==> config.mk <==
export PLATFORM = sky130hd
export DESIGN_NAME = dec_mul_seq_flat
export DESIGN_NICKNAME = d
export VERILOG_FILES = /design/src/rtl/dec_mul_seq_if.sv /design/src/rtl/dec_mul_seq.sv /design/src/flat_wrapper.sv
export SDC_FILE = /design/constraint.sdc
export NUM_CORES = 1
export LEC_CHECK = 0
export CORE_MARGIN = 3
export CORE_UTILIZATION = 45
export DETAILED_ROUTE_END_ITERATION = 10
export PLACE_DENSITY = 0.71
export SYNTH_ARGS = -nofsm -noshare
export SYNTH_HDL_FRONTEND = slang
export SYNTH_SLANG_ARGS = --single-unit
==> constraint.sdc <==
create_clock -name clk -period 10.6 [get_ports clk]
set_input_delay 2.12 -clock clk [delete_from_list [all_inputs] [get_ports clk]]
set_output_delay 2.12 -clock clk [all_outputs]
set_load 0.005 [all_outputs]
==> src/rtl/dec_mul_seq_if.sv <==
// rtl/dec_mul_seq_if.sv - operand/product handshake bundle for the sequential BCD multiplier
interface dec_mul_seq_if #(
    parameter int N_DIGITS = 4
);
    logic                    in_valid;
    logic                    in_ready;
    logic [4*N_DIGITS-1:0]   x_bcd;
    logic [4*N_DIGITS-1:0]   y_bcd;
    logic                    out_valid;
    logic                    out_ready;
    logic [8*N_DIGITS-1:0]   z_bcd;
    logic                    out_err;

    // Operand loader / result formatter side
    modport master (
        output in_valid,
        output x_bcd,
        output y_bcd,
        output out_ready,
        input  in_ready,
        input  out_valid,
        input  z_bcd,
        input  out_err
    );

    // Multiplier side
    modport slave (
        input  in_valid,
        input  x_bcd,
        input  y_bcd,
        input  out_ready,
        output in_ready,
        output out_valid,
        output z_bcd,
        output out_err
    );
endinterface

==> src/rtl/dec_mul_seq.sv <==
// rtl/dec_mul_seq.sv - sequential N-digit BCD multiplier: digit-MAC convolution then serial carry pass
module dec_mul_seq #(
    parameter int N_DIGITS = 4,
    parameter int ACC_W    = 16
) (
    input  logic          clk,
    input  logic          rst,
    dec_mul_seq_if.slave  s
);

    localparam int NZ    = 2 * N_DIGITS;
    localparam int IDX_W = (NZ > 1) ? $clog2(NZ) : 1;

    localparam logic [IDX_W-1:0] LAST_IJ = IDX_W'(N_DIGITS - 1);
    localparam logic [IDX_W-1:0] LAST_K  = IDX_W'(NZ - 1);

    // Reject parameter sets where a column sum plus incoming carry could overflow
    if (N_DIGITS < 1) begin : g_bad_n
        $error("dec_mul_seq: N_DIGITS must be at least 1");
    end
    if ((ACC_W < 32) && ((64'd1 << ACC_W) <= 64'(90 * N_DIGITS))) begin : g_bad_acc
        $error("dec_mul_seq: ACC_W too narrow for 81*N_DIGITS + 9*N_DIGITS");
    end

    typedef enum logic [1:0] {
        IDLE  = 2'd0,
        CONV  = 2'd1,
        CARRY = 2'd2,
        DONE  = 2'd3
    } state_t;

    state_t                 state_q,     state_d;
    logic                   in_ready_q,  in_ready_d;
    logic                   out_valid_q, out_valid_d;
    logic                   err_q,       err_d;
    logic [4*N_DIGITS-1:0]  x_q,         x_d;
    logic [4*N_DIGITS-1:0]  y_q,         y_d;
    logic [ACC_W-1:0]       acc_q [NZ];
    logic [ACC_W-1:0]       acc_d [NZ];
    logic [IDX_W-1:0]       i_q,         i_d;
    logic [IDX_W-1:0]       j_q,         j_d;
    logic [IDX_W-1:0]       k_q,         k_d;
    logic [ACC_W-1:0]       carry_q,     carry_d;
    logic [8*N_DIGITS-1:0]  z_q,         z_d;

    // Shared digit MAC operands and the mod-10 carry stage
    logic [3:0]             x_dig;
    logic [3:0]             y_dig;
    logic [ACC_W-1:0]       prod;
    logic [IDX_W-1:0]       pos;
    logic [ACC_W-1:0]       t_sum;
    logic [3:0]             t_mod;
    logic [ACC_W-1:0]       t_div;

    assign x_dig = x_q[4*i_q +: 4];
    assign y_dig = y_q[4*j_q +: 4];
    assign prod  = ACC_W'({4'b0000, x_dig} * {4'b0000, y_dig});
    assign pos   = i_q + j_q;
    assign t_sum = acc_q[k_q] + carry_q;
    assign t_mod = 4'(t_sum % ACC_W'(10));
    assign t_div = t_sum / ACC_W'(10);

    assign s.in_ready  = in_ready_q;
    assign s.out_valid = out_valid_q;
    assign s.z_bcd     = z_q;
    assign s.out_err   = err_q;

    function automatic logic has_bad_digit(input logic [4*N_DIGITS-1:0] v);
        logic bad;
        bad = 1'b0;
        for (int d = 0; d < N_DIGITS; d++) begin
            if (v[4*d +: 4] > 4'd9) begin
                bad = 1'b1;
            end
        end
        return bad;
    endfunction

    // Next-state and datapath: accept, convolve one digit pair per cycle, propagate carries, hold result
    always_comb begin
        state_d     = state_q;
        in_ready_d  = in_ready_q;
        out_valid_d = out_valid_q;
        err_d       = err_q;
        x_d         = x_q;
        y_d         = y_q;
        acc_d       = acc_q;
        i_d         = i_q;
        j_d         = j_q;
        k_d         = k_q;
        carry_d     = carry_q;
        z_d         = z_q;

        case (state_q)
            IDLE: begin
                in_ready_d = 1'b1;
                if (s.in_valid && in_ready_q) begin
                    x_d        = s.x_bcd;
                    y_d        = s.y_bcd;
                    err_d      = has_bad_digit(s.x_bcd) | has_bad_digit(s.y_bcd);
                    acc_d      = '{default: '0};
                    i_d        = '0;
                    j_d        = '0;
                    k_d        = '0;
                    carry_d    = '0;
                    z_d        = '0;
                    in_ready_d = 1'b0;
                    state_d    = CONV;
                end
            end

            CONV: begin
                acc_d[pos] = acc_q[pos] + prod;
                if (j_q == LAST_IJ) begin
                    j_d = '0;
                    if (i_q == LAST_IJ) begin
                        i_d     = '0;
                        k_d     = '0;
                        carry_d = '0;
                        state_d = CARRY;
                    end else begin
                        i_d = i_q + 1'b1;
                    end
                end else begin
                    j_d = j_q + 1'b1;
                end
            end

            CARRY: begin
                // An invalid operand still walks every position so timing matches the normal path
                z_d[4*k_q +: 4] = err_q ? 4'd0 : t_mod;
                carry_d         = t_div;
                if (k_q == LAST_K) begin
                    k_d         = '0;
                    out_valid_d = 1'b1;
                    state_d     = DONE;
                end else begin
                    k_d = k_q + 1'b1;
                end
            end

            DONE: begin
                if (s.out_ready) begin
                    out_valid_d = 1'b0;
                    in_ready_d  = 1'b1;
                    state_d     = IDLE;
                end
            end

            default: begin
                state_d = IDLE;
            end
        endcase
    end

    // State registers; reset abandons any in-flight product
    always_ff @(posedge clk) begin
        if (rst) begin
            state_q     <= IDLE;
            in_ready_q  <= 1'b1;
            out_valid_q <= 1'b0;
            err_q       <= 1'b0;
            x_q         <= '0;
            y_q         <= '0;
            acc_q       <= '{default: '0};
            i_q         <= '0;
            j_q         <= '0;
            k_q         <= '0;
            carry_q     <= '0;
            z_q         <= '0;
        end else begin
            state_q     <= state_d;
            in_ready_q  <= in_ready_d;
            out_valid_q <= out_valid_d;
            err_q       <= err_d;
            x_q         <= x_d;
            y_q         <= y_d;
            acc_q       <= acc_d;
            i_q         <= i_d;
            j_q         <= j_d;
            k_q         <= k_d;
            carry_q     <= carry_d;
            z_q         <= z_d;
        end
    end

endmodule

==> src/flat_wrapper.sv <==
// flat-port wrapper written by rule: the top's interface ports become plain ports
module dec_mul_seq_flat 
#(
    parameter int N_DIGITS = 4,
    parameter int ACC_W    = 16
)
  (clk, rst, s_in_valid, s_x_bcd, s_y_bcd, s_out_ready, s_in_ready, s_out_valid, s_z_bcd, s_out_err);
  dec_mul_seq_if #(.N_DIGITS(N_DIGITS)) s_i ();
  input  logic clk;
  input  logic rst;
  input wire logic [$bits(s_i.in_valid)-1:0] s_in_valid;
  input wire logic [$bits(s_i.x_bcd)-1:0] s_x_bcd;
  input wire logic [$bits(s_i.y_bcd)-1:0] s_y_bcd;
  input wire logic [$bits(s_i.out_ready)-1:0] s_out_ready;
  output wire logic [$bits(s_i.in_ready)-1:0] s_in_ready;
  output wire logic [$bits(s_i.out_valid)-1:0] s_out_valid;
  output wire logic [$bits(s_i.z_bcd)-1:0] s_z_bcd;
  output wire logic [$bits(s_i.out_err)-1:0] s_out_err;
  assign s_i.in_valid = s_in_valid;
  assign s_i.x_bcd = s_x_bcd;
  assign s_i.y_bcd = s_y_bcd;
  assign s_i.out_ready = s_out_ready;
  assign s_in_ready = s_i.in_ready;
  assign s_out_valid = s_i.out_valid;
  assign s_z_bcd = s_i.z_bcd;
  assign s_out_err = s_i.out_err;
  dec_mul_seq #(.N_DIGITS(N_DIGITS), .ACC_W(ACC_W)) u_core (.clk(clk), .rst(rst), .s(s_i));
endmodule
==> reports/summary.txt <==
status -> completed
setup ws final -> 1.78 ns
CTS clk-pin slew, worst paths -> 0.06 ns
drt pass-1 iters -> 6
crit start category -> register
worst vdd ir -> 0.183 mV
fin crit share -> 83.2%
Tot GR Track Use -> 24.6%
Post-CTS Setup Inserts -> 0
post-synth top area cell -> dfxtp_1
initial drt markers -> 1782
first-pass GRT wire length -> 67800 um
Seq pwr share -> 33.8%
vias per cell -> 6.48
post-layout power -> 0.00264 W
drt wl/cell -> 20.5 um
# nets final -> 1776
final setup violation count -> 0
#FFs+latches synth -> 219
clk sinks -> 219
Worst-Margin Slew -> 1.17 ns
Max Clock Skew -> 0.0256 ns
layout cell share with drive strength beyond 1 -> 10.2%
hold_buf cts -> 0
top-area cell type share of the netlist area -> 31.3%
Port Buf Inserts -> 70
max-cap violation count -> 0
P_leak -> 5.70 nW
largest net degree at the start of global routing -> 115
ys async rst share -> 0%
Mapped Area -> 14000 um2
wirelength, routed -> 42900 um
Post-Syn Instances -> 1686
DRC errors left -> 0
Synth Net Count -> 1776
unrepaired setup endpoints after global routing -> no
synth warn -> 0
CTS max path bufs -> 3
largest cells by area after synthesis -> dfxtp_1, a22oi_1, nor2_1
Mean Syn Cell Area -> 8.30 um2
CP arrival -> 9.27 ns
top post-synthesis cells by count -> nor2_1, dfxtp_1, nand2_1
most common cell in the netlist -> nor2_1
EDFF count, synth -> 0
core area -> 30100 um2
FP Rows -> 63
post-CTS sizing -> 0
pre-CTS setup slack -> 1.97 ns
Max FO, Critical Path -> 27
Die Ht -> 182 um
Area growth syn-to-layout -> 12.7%
Routed Antenna Nets -> 0
Post-synth top flop -> dfxtp_1
worst-skew pair later-pin latency -> 0.53 ns
sequential area share after synthesis -> 31.3%
via count -> 13600
Die Wd -> 182 um
GRT Residual Overflow -> 0
vias in the first global route -> 12700
final hold vios -> 0
setup TNS -> 0 ns
Finished Cell Area -> 15800 um2
Die Footprint -> 33200 um2
gpl congestion -> 0.908
internal power -> 0.00164 W
I/O pins -> 71
FMAX -> 0.113 GHz
Tmin final -> 8.82 ns
Root Driver -> clkbuf_16
TritonCTS clock tree -> built
CP max-delay cell -> dfxtp_2
crit end category -> register
clock share of power -> 34.7%
sw frac -> 38.1%
Comb pwr share -> 31.6%
Netlist cell types -> 105
Worst R2R Setup Slack -> 1.78 ns
Slew headroom -> 21.6%
final core occ -> 52.3%
Slew Viols, Final -> 0
Num CTS Buffers -> 25
Crit path largest cell delay -> 0.84 ns
DP Area -> 14900 um2
initial core utilization -> 46.5%
hpwl dp -> 28000 um
initial antenna violation count -> 0
H-tree depth -> 1
Power Density -> 168 nW/um2
critical path class -> reg2reg
P_sw -> 0.00101 W
Hold Path Class -> reg2reg
Critical Path RT -> 11.06 ns
## worst paths after layout
path | endpoint | from | cells past startpoint
worst max-delay path | u_core.s.z_bcd[10] | u_core.k_q[0] | 26
worst min-delay path | u_core.y_q[1] | u_core.y_q[1] | 2
worst max register to register | u_core.s.z_bcd[10] | u_core.k_q[0] | 26
worst min register to register | u_core.y_q[1] | u_core.y_q[1] | 2
## metrics by stage
step | std cells | hold slack (ns)
global placement | 2049 | 0.439
finish | 2094 | 0.451
global route | 2093 | 0.474
CTS | 2093 | 0.454
floorplan | 1686 | 0.432
detailed placement | 2049 | 0.445
## power groups by stage
| stage | clock network, W | logic, W | registers (W) |
|---|---|---|---|
| 5_1_grt | 0.000961 | 0.000886 | 0.000896 |
| 3_5_place_dp | 0 | 0.000804 | 0.000909 |
| 4_1_cts | 0.000932 | 0.000806 | 0.000891 |
| 2_1_floorplan | 0 | 0.000549 | 0.000892 |
| 6_report | 0.000916 | 0.000834 | 0.000892 |
| 3_3_place_gp | 0 | 0.000798 | 0.000907 |
## cell type report
cell class / count / area (um2)
flip-flops and latches: 219 / 4390
clock buffers: 35 / 713
inverters: 40 / 150
multi-input cells: 1307 / 8990
diodes: 1 / 2.50
repair buffers: 93 / 875
clock inverters: 9 / 154
fillers: 2769 / 14400
well taps: 390 / 488
## flip-flops by register name, indices dropped and copies added (netlist names)
name and cells:
u_core.y_q 16, u_core.s.z_bcd 32, u_core.s.out_err 1, u_core.acc_q 128, u_core.state_q 2, u_core.x_q 16, u_core.s.in_ready 1, u_core.k_q 3
u_core.s.out_valid 1, u_core.j_q 3, u_core.i_q 3, u_core.carry_q 13
## cell usage in the layout (no fill, tap or decap), drive strengths merged, types with 17 or more instances in the layout
cell	count
a211oi	24
a21o	27
a21oi	102
a221oi	20
a22o	26
a22oi	170
buf	24
clkbuf	35
clkdlybuf4s50	69
dfxtp	219
ha	43
inv	41
mux4	35
nand2	209
nand3	31
nand4	19
nor2	241
nor3	21
o21ai	50
xnor2	23
xor2	17
## layer usage
metal  GRT usage [%]  vias to the layer above  wire length [um]
li1                -                     6265                 -
met1            34.0                     6429             18000
met2            39.1                      734             19400
met3            3.89                      136              3900
met4            8.90                        0              1590
met5               0                        -                 0
## cell families (layout without fill, tap and decap cells)
logic type / count (synthesis) / in the layout / share of synthesized area [%]
buffers and inverters: 160 / 177 / 4.62
AND/OR/NAND/NOR: 617 / 617 / 20.0
XOR/XNOR: 40 / 40 / 2.75
multiplexers: 50 / 50 / 6.83
other: 0 / 1 / 0
adder cells (fa/ha/maj): 56 / 56 / 5.56
AO/OA/AOI/OAI: 544 / 544 / 28.9
flip-flops: 219 / 219 / 31.3
## critical path, delay by kind of cell, from the launching register on
family	cells	cell delay [ns]
flops	1	0.84
simple gates	6	0.91
mux	2	0.69
buf+inv	1	0.41
fa+ha+maj	2	0.68
xor+xnor	2	1.06
compound gates	13	4.11
Note: power is estimated with default switching activity, not from simulation.
